<file path="src/rtl/apu_mixer.sv">
`default_nettype none
// ============================================================================
// Module   : apu_mixer
// Purpose  : Stereo mixer. Sums four channel codes plus VIN per side over four
//            APU clocks and scales each sum by its master volume.
// Revision : 1.0 - initial release
// ============================================================================
module apu_mixer (
  input  logic       apuv_4mhz,
  input  logic       napu_reset,
  input  logic       dyfa_1mhz,
  input  logic [3:0] ch1_amp,
  input  logic [3:0] ch2_amp,
  input  logic [3:0] ch3_amp,
  input  logic [3:0] ch4_amp,
  input  logic       nch1_active,
  input  logic       nch2_active,
  input  logic       nch3_active,
  input  logic       nch4_active,
  input  logic [3:0] rmixer,
  input  logic [3:0] lmixer,
  input  logic [2:0] nrvolume,
  input  logic [2:0] nlvolume,
  input  logic       vin_r_ena,
  input  logic       vin_l_ena,
  input  logic [3:0] vin_amp,
  output logic [9:0] rout,
  output logic [9:0] lout,
  output logic       sample_valid,
  output logic       overrun
);

  typedef enum logic [0:0] {
    ST_IDLE = 1'b0,
    ST_ACC  = 1'b1
  } state_t;

  localparam logic [1:0] c_last_step = 2'd3;

  state_t     r_state;
  state_t     w_state_nxt;
  logic [1:0] r_step;
  logic [1:0] w_step_nxt;
  logic       r_dyfa_q;

  logic       w_req;
  logic       w_last;
  logic       w_accept;
  logic       w_drop;

  // Frame snapshot; volumes are stored already de-inverted, actives active-high.
  logic [15:0] r_amp;
  logic [3:0]  r_active;
  logic [3:0]  r_lmix;
  logic [3:0]  r_rmix;
  logic [2:0]  r_lvol;
  logic [2:0]  r_rvol;
  logic        r_vin_l;
  logic        r_vin_r;
  logic [3:0]  r_vin_amp;

  logic [6:0]  r_acc_l;
  logic [6:0]  r_acc_r;

  logic [3:0]  w_amp_sel;
  logic        w_ch_on;
  logic [3:0]  w_term_l;
  logic [3:0]  w_term_r;
  logic [3:0]  w_vterm_l;
  logic [3:0]  w_vterm_r;
  logic [6:0]  w_sum_l;
  logic [6:0]  w_sum_r;
  logic [3:0]  w_gain_l;
  logic [3:0]  w_gain_r;
  logic [9:0]  w_mix_l;
  logic [9:0]  w_mix_r;

  assign w_req    = dyfa_1mhz & ~r_dyfa_q;
  assign w_last   = (r_state == ST_ACC) && (r_step == c_last_step);
  assign w_accept = w_req && ((r_state == ST_IDLE) || w_last);
  assign w_drop   = w_req && (r_state == ST_ACC) && !w_last;

  assign w_amp_sel = r_amp[{r_step, 2'b00} +: 4];
  assign w_ch_on   = r_active[r_step];
  assign w_term_l  = (r_lmix[r_step] && w_ch_on) ? w_amp_sel : 4'd0;
  assign w_term_r  = (r_rmix[r_step] && w_ch_on) ? w_amp_sel : 4'd0;
  assign w_vterm_l = r_vin_l ? r_vin_amp : 4'd0;
  assign w_vterm_r = r_vin_r ? r_vin_amp : 4'd0;

  // Peak sum is 75 and peak product 600, so neither needs saturation.
  assign w_sum_l  = r_acc_l + {3'd0, w_term_l} + {3'd0, w_vterm_l};
  assign w_sum_r  = r_acc_r + {3'd0, w_term_r} + {3'd0, w_vterm_r};
  assign w_gain_l = {1'b0, r_lvol} + 4'd1;
  assign w_gain_r = {1'b0, r_rvol} + 4'd1;
  assign w_mix_l  = {3'd0, w_sum_l} * {6'd0, w_gain_l};
  assign w_mix_r  = {3'd0, w_sum_r} * {6'd0, w_gain_r};

  always_comb begin
    w_state_nxt = r_state;
    w_step_nxt  = r_step;
    if (w_accept) begin
      w_state_nxt = ST_ACC;
      w_step_nxt  = 2'd0;
    end else if (r_state == ST_ACC) begin
      if (w_last) begin
        w_state_nxt = ST_IDLE;
        w_step_nxt  = 2'd0;
      end else begin
        w_step_nxt = r_step + 2'd1;
      end
    end
  end

  always_ff @(posedge apuv_4mhz or negedge napu_reset) begin
    if (!napu_reset) begin
      r_state  <= ST_IDLE;
      r_step   <= 2'd0;
      r_dyfa_q <= 1'b0;
    end else begin
      r_state  <= w_state_nxt;
      r_step   <= w_step_nxt;
      r_dyfa_q <= dyfa_1mhz;
    end
  end

  always_ff @(posedge apuv_4mhz or negedge napu_reset) begin
    if (!napu_reset) begin
      r_amp     <= 16'd0;
      r_active  <= 4'd0;
      r_lmix    <= 4'd0;
      r_rmix    <= 4'd0;
      r_lvol    <= 3'd0;
      r_rvol    <= 3'd0;
      r_vin_l   <= 1'b0;
      r_vin_r   <= 1'b0;
      r_vin_amp <= 4'd0;
      r_acc_l   <= 7'd0;
      r_acc_r   <= 7'd0;
    end else if (w_accept) begin
      r_amp     <= {ch4_amp, ch3_amp, ch2_amp, ch1_amp};
      r_active  <= ~{nch4_active, nch3_active, nch2_active, nch1_active};
      r_lmix    <= lmixer;
      r_rmix    <= rmixer;
      r_lvol    <= ~nlvolume;
      r_rvol    <= ~nrvolume;
      r_vin_l   <= vin_l_ena;
      r_vin_r   <= vin_r_ena;
      r_vin_amp <= vin_amp;
      r_acc_l   <= 7'd0;
      r_acc_r   <= 7'd0;
    end else if ((r_state == ST_ACC) && !w_last) begin
      r_acc_l <= r_acc_l + {3'd0, w_term_l};
      r_acc_r <= r_acc_r + {3'd0, w_term_r};
    end
  end

  // Output stage reads the accumulators before a restarting frame clears them.
  always_ff @(posedge apuv_4mhz or negedge napu_reset) begin
    if (!napu_reset) begin
      lout         <= 10'd0;
      rout         <= 10'd0;
      sample_valid <= 1'b0;
      overrun      <= 1'b0;
    end else begin
      sample_valid <= w_last;
      if (w_last) begin
        lout <= w_mix_l;
        rout <= w_mix_r;
      end
      if (w_drop) begin
        overrun <= 1'b1;
      end
    end
  end

endmodule
`default_nettype wire

</file>
<file path="config.mk">
export PLATFORM = sky130hd
export DESIGN_NAME = apu_mixer
export DESIGN_NICKNAME = d
export VERILOG_FILES = /design/src/rtl/apu_mixer.sv
export SDC_FILE = /design/constraint.sdc
export NUM_CORES = 1
export LEC_CHECK = 0
export ABC_AREA = 1
export ABC_CLOCK_PERIOD_IN_PS = 5600
export CAP_MARGIN = 20
export CORE_ASPECT_RATIO = 2
export CORE_MARGIN = 2
export CORE_UTILIZATION = 45
export DETAILED_ROUTE_END_ITERATION = 10
export PLACE_DENSITY = 0.75
export SYNTH_ARGS = -nofsm -noshare
export SYNTH_HDL_FRONTEND = slang
export SYNTH_SLANG_ARGS = --single-unit
export TNS_END_PERCENT = 30
</file>
<file path="constraint.sdc">
create_clock -name apuv_4mhz -period 5.6 [get_ports apuv_4mhz]
set_clock_uncertainty 0.05 [all_clocks]
set_input_delay 1.12 -clock apuv_4mhz [delete_from_list [all_inputs] [get_ports apuv_4mhz]]
set_output_delay 1.12 -clock apuv_4mhz [all_outputs]
set_load 0.1 [all_outputs]
</file>
* After elaboration in Yosys (flattened, before gate mapping)
Cells that the tools add are included.
** Operators by class
- Add/sub/neg operators :: 7
- $mul :: 2
- Order comparisons :: 1
- Equal/unequal tests :: 1
- Shift-type cells :: 1
- Multiplexer cells :: 20
- Bitwise logic cells :: 6
- Reductions and logical operators :: 11
** Operator list (count)
- 7-bit by 4-bit adder with 7-bit output :: 4
- 7-bit two-way mux :: 4
- 7-bit by 4-bit multiplier with 10-bit output :: 2
- 4-bit two-way mux :: 4
- 16-bit by 5-bit variable part select with 4-bit output :: 1
- 3-bit by 1-bit adder with 4-bit output (second input constant) :: 2
- 1-bit logical AND :: 7
- 1-bit binary-select mux with 2-bit select :: 3
- 1-bit two-way mux :: 6
- 2-bit two-way mux :: 3
- 3-bit inverter :: 2
- 4-bit inverter :: 1
- 2-bit nonzero test :: 2
- 2-bit by 3-bit < comparator with 1-bit output (second input constant) :: 1
- 2-bit by 1-bit adder with 2-bit output (second input constant) :: 1
- 2-bit equality test (second input constant) :: 1
- 1-bit inverter :: 2
- 1-bit AND :: 1
- 1-bit zero test :: 1
- 1-bit logical OR :: 1
** Word-level totals
- Register bits after elaboration :: 80
- Word-level logic and storage cells :: 67

* Depth between registers and ports, before layout
- Depth in word-level cells :: 7
- Mapped depth :: 34

* Worst setup path before layout
Ideal clock, no wire load.
- Path type :: register -> register
- Start point :: reg r_step[0]
- End point :: reg lout[8]
- Library setup time :: 0.136 ns
- Arrival time :: 5.165 ns
- Data required time :: 5.414 ns
- Path slack :: 0.249 ns
- Cell stages (with the launch flop) :: 35
- Cells stage by stage :: dfrtp_1 buf_2 inv_1 buf_2 nor2_1 o22ai_1 nand2_1 nor2_1 ha_1 nand2_1 nand2_1 or2_2 xnor2_1 inv_1 ha_1 nand2_1 nand2_1 a21oi_1 nor2_4 inv_1 nand2_1 inv_1 nand2_1 fa_1 fa_1 inv_1 ha_1 inv_1 o21ai_0 a31oi_1 nor2_1 o21ai_0 nand2_1 xnor2_1 o21ai_0
** On the way
- Longest elaborated chain between the ends :: 7
- Elaborated cells between the ends (all ways) :: 12
- Those cells by class :: 2 x add/sub; 1 x mul; 1 x eq/ne; 1 x shift; 5 x mux; 2 x reduce/logical
** RTL lines
- from (decl) :: line 42 : logic [1:0] r_step;
- from (signal assigned) :: line 121 : r_step <= w_step_nxt;
- parallel branches: the longest is 7 deep, another holds 7-bit by 4-bit multiplier with 10-bit output
- to (signal assigned) :: line 167 : lout <= w_mix_l;
- to (decl) :: line 28 : output logic [9:0] lout,
Parallel ways; which one is timed is not known. The select of a mux whose other input is x is not followed.
A chain may end at the register's enable or synchronous reset.

* Worst setup path after layout
- Start point :: reg r_step[0]
- End point :: reg lout[7]
The elaborated chain is that of the path after synthesis.

==> impl_metrics.env <==
export IMPL_status="finished clean"
export IMPL_avgSynthCellArea_um2=7.59
export IMPL_dr_pass1_iters=4
export IMPL_grt_pass1_wl_um=21300
export IMPL_synthDistinctLibCells=32
export IMPL_tritoncts="built"
export IMPL_worstPathMaxFanout=7
export IMPL_synth_common_cells="266 x nand2_1, 114 x inv_1, 80 x dfrtp_1"
export IMPL_grt_pass1_vias=4839
export IMPL_fin_area_um2=7280
export IMPL_worstMarginPinSlew_ps=983
export IMPL_nNetsFinal=953
export IMPL_final_cells=994
export IMPL_cts_buffers=9
export IMPL_synth_top_area_share_pct=35.2
export IMPL_fin_crit_ps=5330
export IMPL_routed_via_density=5.01
export IMPL_cp_data_required_time_ps=5770
export IMPL_synthCells=749
export IMPL_cts_sinks=80
export IMPL_power_switching_share_pct=50.8
export IMPL_initial_core_util_pct=45.6
export IMPL_die_h_um=163
export IMPL_yosys_area_top_type="dfrtp_1"
export IMPL_rsz0062_at_grt="true"
export IMPL_place_ws_ps=-89.0
export IMPL_slowest_delay_ps=540
export IMPL_cp_arrival_ps=5500
export IMPL_crit_top_cell="nand2_1"
export IMPL_grt_max_degree=81
export IMPL_criticalPathCategory="reg2reg"
export IMPL_p_seq_share_pct=20.2
export IMPL_antenna_found_initial=0
export IMPL_clkPwrFrac_pct=12.4
export IMPL_grt_total_usage_pct=19.4
export IMPL_n_antenna_cell=0
export IMPL_chipWidth_um=83.5
export IMPL_root_buffer="clkbuf_16"
export IMPL_finalSetupViolations=0
export IMPL_hpwl_um=9790
export IMPL_routed_wl_um=13500
export IMPL_num_rows=58
export IMPL_finalMaxSlewViolations=0
export IMPL_critical_path_slowest_cell="fa_1"
export IMPL_drv_cap=0
export IMPL_hold_buffers=0
export IMPL_synth_fp_nets=863
export IMPL_die_area_um2=13600
export IMPL_clockBufferDepth=2
export IMPL_final_period_utilization_pct=95.1
export IMPL_ys_flop_type="dfrtp_1"
export IMPL_synth_warnings=0
export IMPL_gp_congestion=0.880
export IMPL_comb_power_share_pct=67.3
export IMPL_hp_class="reg2reg"
export IMPL_yosys_cell_count_top_type="nand2_1"
export IMPL_grt_remaining_overflow=0
export IMPL_vias=4977
export IMPL_clk_pin_slew_ps=60
export IMPL_p_leak_nw=3.80
export IMPL_netlist_area_um2=5690
export IMPL_htreeDepth=3
export IMPL_relSlewSlack_pct=34.3
export IMPL_start_kind="flop"
export IMPL_async_reset_ff_share_pct=100
export IMPL_coreArea_um2=12500
export IMPL_hold_viol_final=0
export IMPL_synth_area_top_cells="dfrtp_1 35%, nand2_1 18%, ha_1 10%"
export IMPL_setup_slack_ps=274
export IMPL_power_per_cell_area_nw_per_um2=671
export IMPL_max_freq_mhz=188
export IMPL_wl_per_cell_um=13.5
export IMPL_area_delta_synth_final_pct=28.0
export IMPL_cp_end_kind="flop"
export IMPL_io_pins=65
export IMPL_port_buffers=64
export IMPL_ys_seq_elements=80
export IMPL_synth_yosys_seq_area_share_pct=35.2
export IMPL_layout_drive_gt1_share_pct=13.5
export IMPL_synth_edf_count=0
export IMPL_n_fill_cell=1092
export IMPL_peakVddDrop_mv=0.405
export IMPL_whs_ps=425
export IMPL_drcViolationCount=0
export IMPL_drtAntennaViolNets=0
export IMPL_placed_cells=962
export IMPL_p_int_mw=2.40
export IMPL_switching_power_mw=2.48
export IMPL_first_iter_violations=189
export IMPL_dpl_cell_area_um2=6560
export IMPL_clk_latency_ps=350
==> cells by family (layout without fill, tap and decap cells) <==
family          after synthesis  count (layout)  synth area share (%)
simple gates                366             366                  26.0
compound gates               82              82                  8.36
xor+xnor                     18              18                  2.77
fa+ha+maj                    71              71                  18.8
flops                        80              80                  35.2
buf+inv                     132             227                  8.84
==> critical path, delay by kind of cell, from the launching register on <==
kind                     cells  cell delay, ps
adder cells (fa/ha/maj)      6            2140
buffers and inverters        5             440
AND/OR/NAND/NOR              7             670
flip-flops                   1             400
AO/OA/AOI/OAI                7             980
XOR/XNOR                     3             520
==> layout make-up <==
type	instances	area, um2	share of cell area, %
multi-input cells	537	3450	47.4
clock buffers	9	225	3.09
flip-flops and latches	80	2000	27.5
well taps	150	188	2.58
repair buffers	95	898	12.3
clock inverters	7	77.6	1.07
inverters	116	435	5.98
==> sequential cells by signal, indices dropped and copies added (netlist names) <==
| signal | flops |
|---|---|
| r_lmix | 4 |
| r_state | 1 |
| r_rmix | 4 |
| r_rvol | 3 |
| r_lvol | 3 |
| r_amp | 16 |
| r_acc_l | 7 |
| r_vin_amp | 4 |
| sample_valid | 1 |
| r_step | 2 |
| overrun | 1 |
| r_vin_l | 1 |
| rout | 10 |
| r_dyfa_q | 1 |
| r_active | 4 |
| r_vin_r | 1 |
| r_acc_r | 7 |
| lout | 10 |
==> power by group through the flow <==
stage / Combinational [mW] / Clock [mW] / Sequential (mW)
after global routing: 3.64 / 0.642 / 1.02
final: 3.29 / 0.607 / 0.989
after CTS: 2.84 / 0.620 / 0.984
after global placement: 2.66 / 0 / 0.988
after floorplan: 1.67 / 0 / 1.34
after detailed placement: 2.74 / 0 / 0.994
==> layout by cell type, fill, tap and decap left out, types with 3 or more instances in the layout <==
cell type,netlist,final
inv_2,1,10
xor2_1,8,6
inv_1,114,105
clkdlybuf4s50_1,0,63
nand2_1,266,262
nor2_2,1,5
clkbuf_16,0,9
ha_4,0,7
o21ai_0,37,31
xnor2_2,0,4
fa_2,0,5
ha_1,47,38
xnor2_1,10,6
nor2_1,52,46
a31oi_4,0,3
a21oi_1,17,15
o22ai_1,9,8
nand2_2,7,11
nand4_1,3,3
o21ai_1,0,6
buf_4,0,29
nor2_4,2,4
fa_1,24,19
nand3_1,28,28
dfrtp_1,80,80
==> per-stage QoR <==
stage / setup TNS [ps] / util [%] / total power [mW]
finish: 0 / 58.3 / 4.88
global placement: 0 / 52.6 / 3.65
detailed placement: -89.8 / 52.6 / 3.73
CTS: -17.8 / 55.5 / 4.45
floorplan: 0 / - / 3.01
global route: -407 / 58.3 / 5.29
==> routing by layer <==
metal	track usage [%]	vias to the layer above	wire [um]
met3	1.72	41	313
li1	-	2514	-
met4	11.1	0	627
met2	38.2	112	7590
met1	19.6	2310	4930
met5	0	-	0
==> what timing repair did <==
item,in CTS,in global routing
gates cloned,0,0
resized for setup,2,63
endpoints found under the hold margin,0,0
pin swaps,1,17
buffers inserted,7,8
setup endpoints to repair,3,10
==> worst paths after layout <==
path                                      to  startpoint  slack, ps  cells after the start
worst max register to register       lout[7]   r_step[0]        270                     28
min in group asynchronous          r_lvol[1]  napu_reset        540                      1
worst min-delay path                r_amp[2]    r_amp[2]        420                      2
worst max-delay path                 lout[7]   r_step[0]        270                     28
max in group asynchronous       r_vin_amp[0]  napu_reset       4390                      2
worst min register to register      r_amp[2]    r_amp[2]        420                      2
No activity file was read; power rests on OpenSTA's default activity.
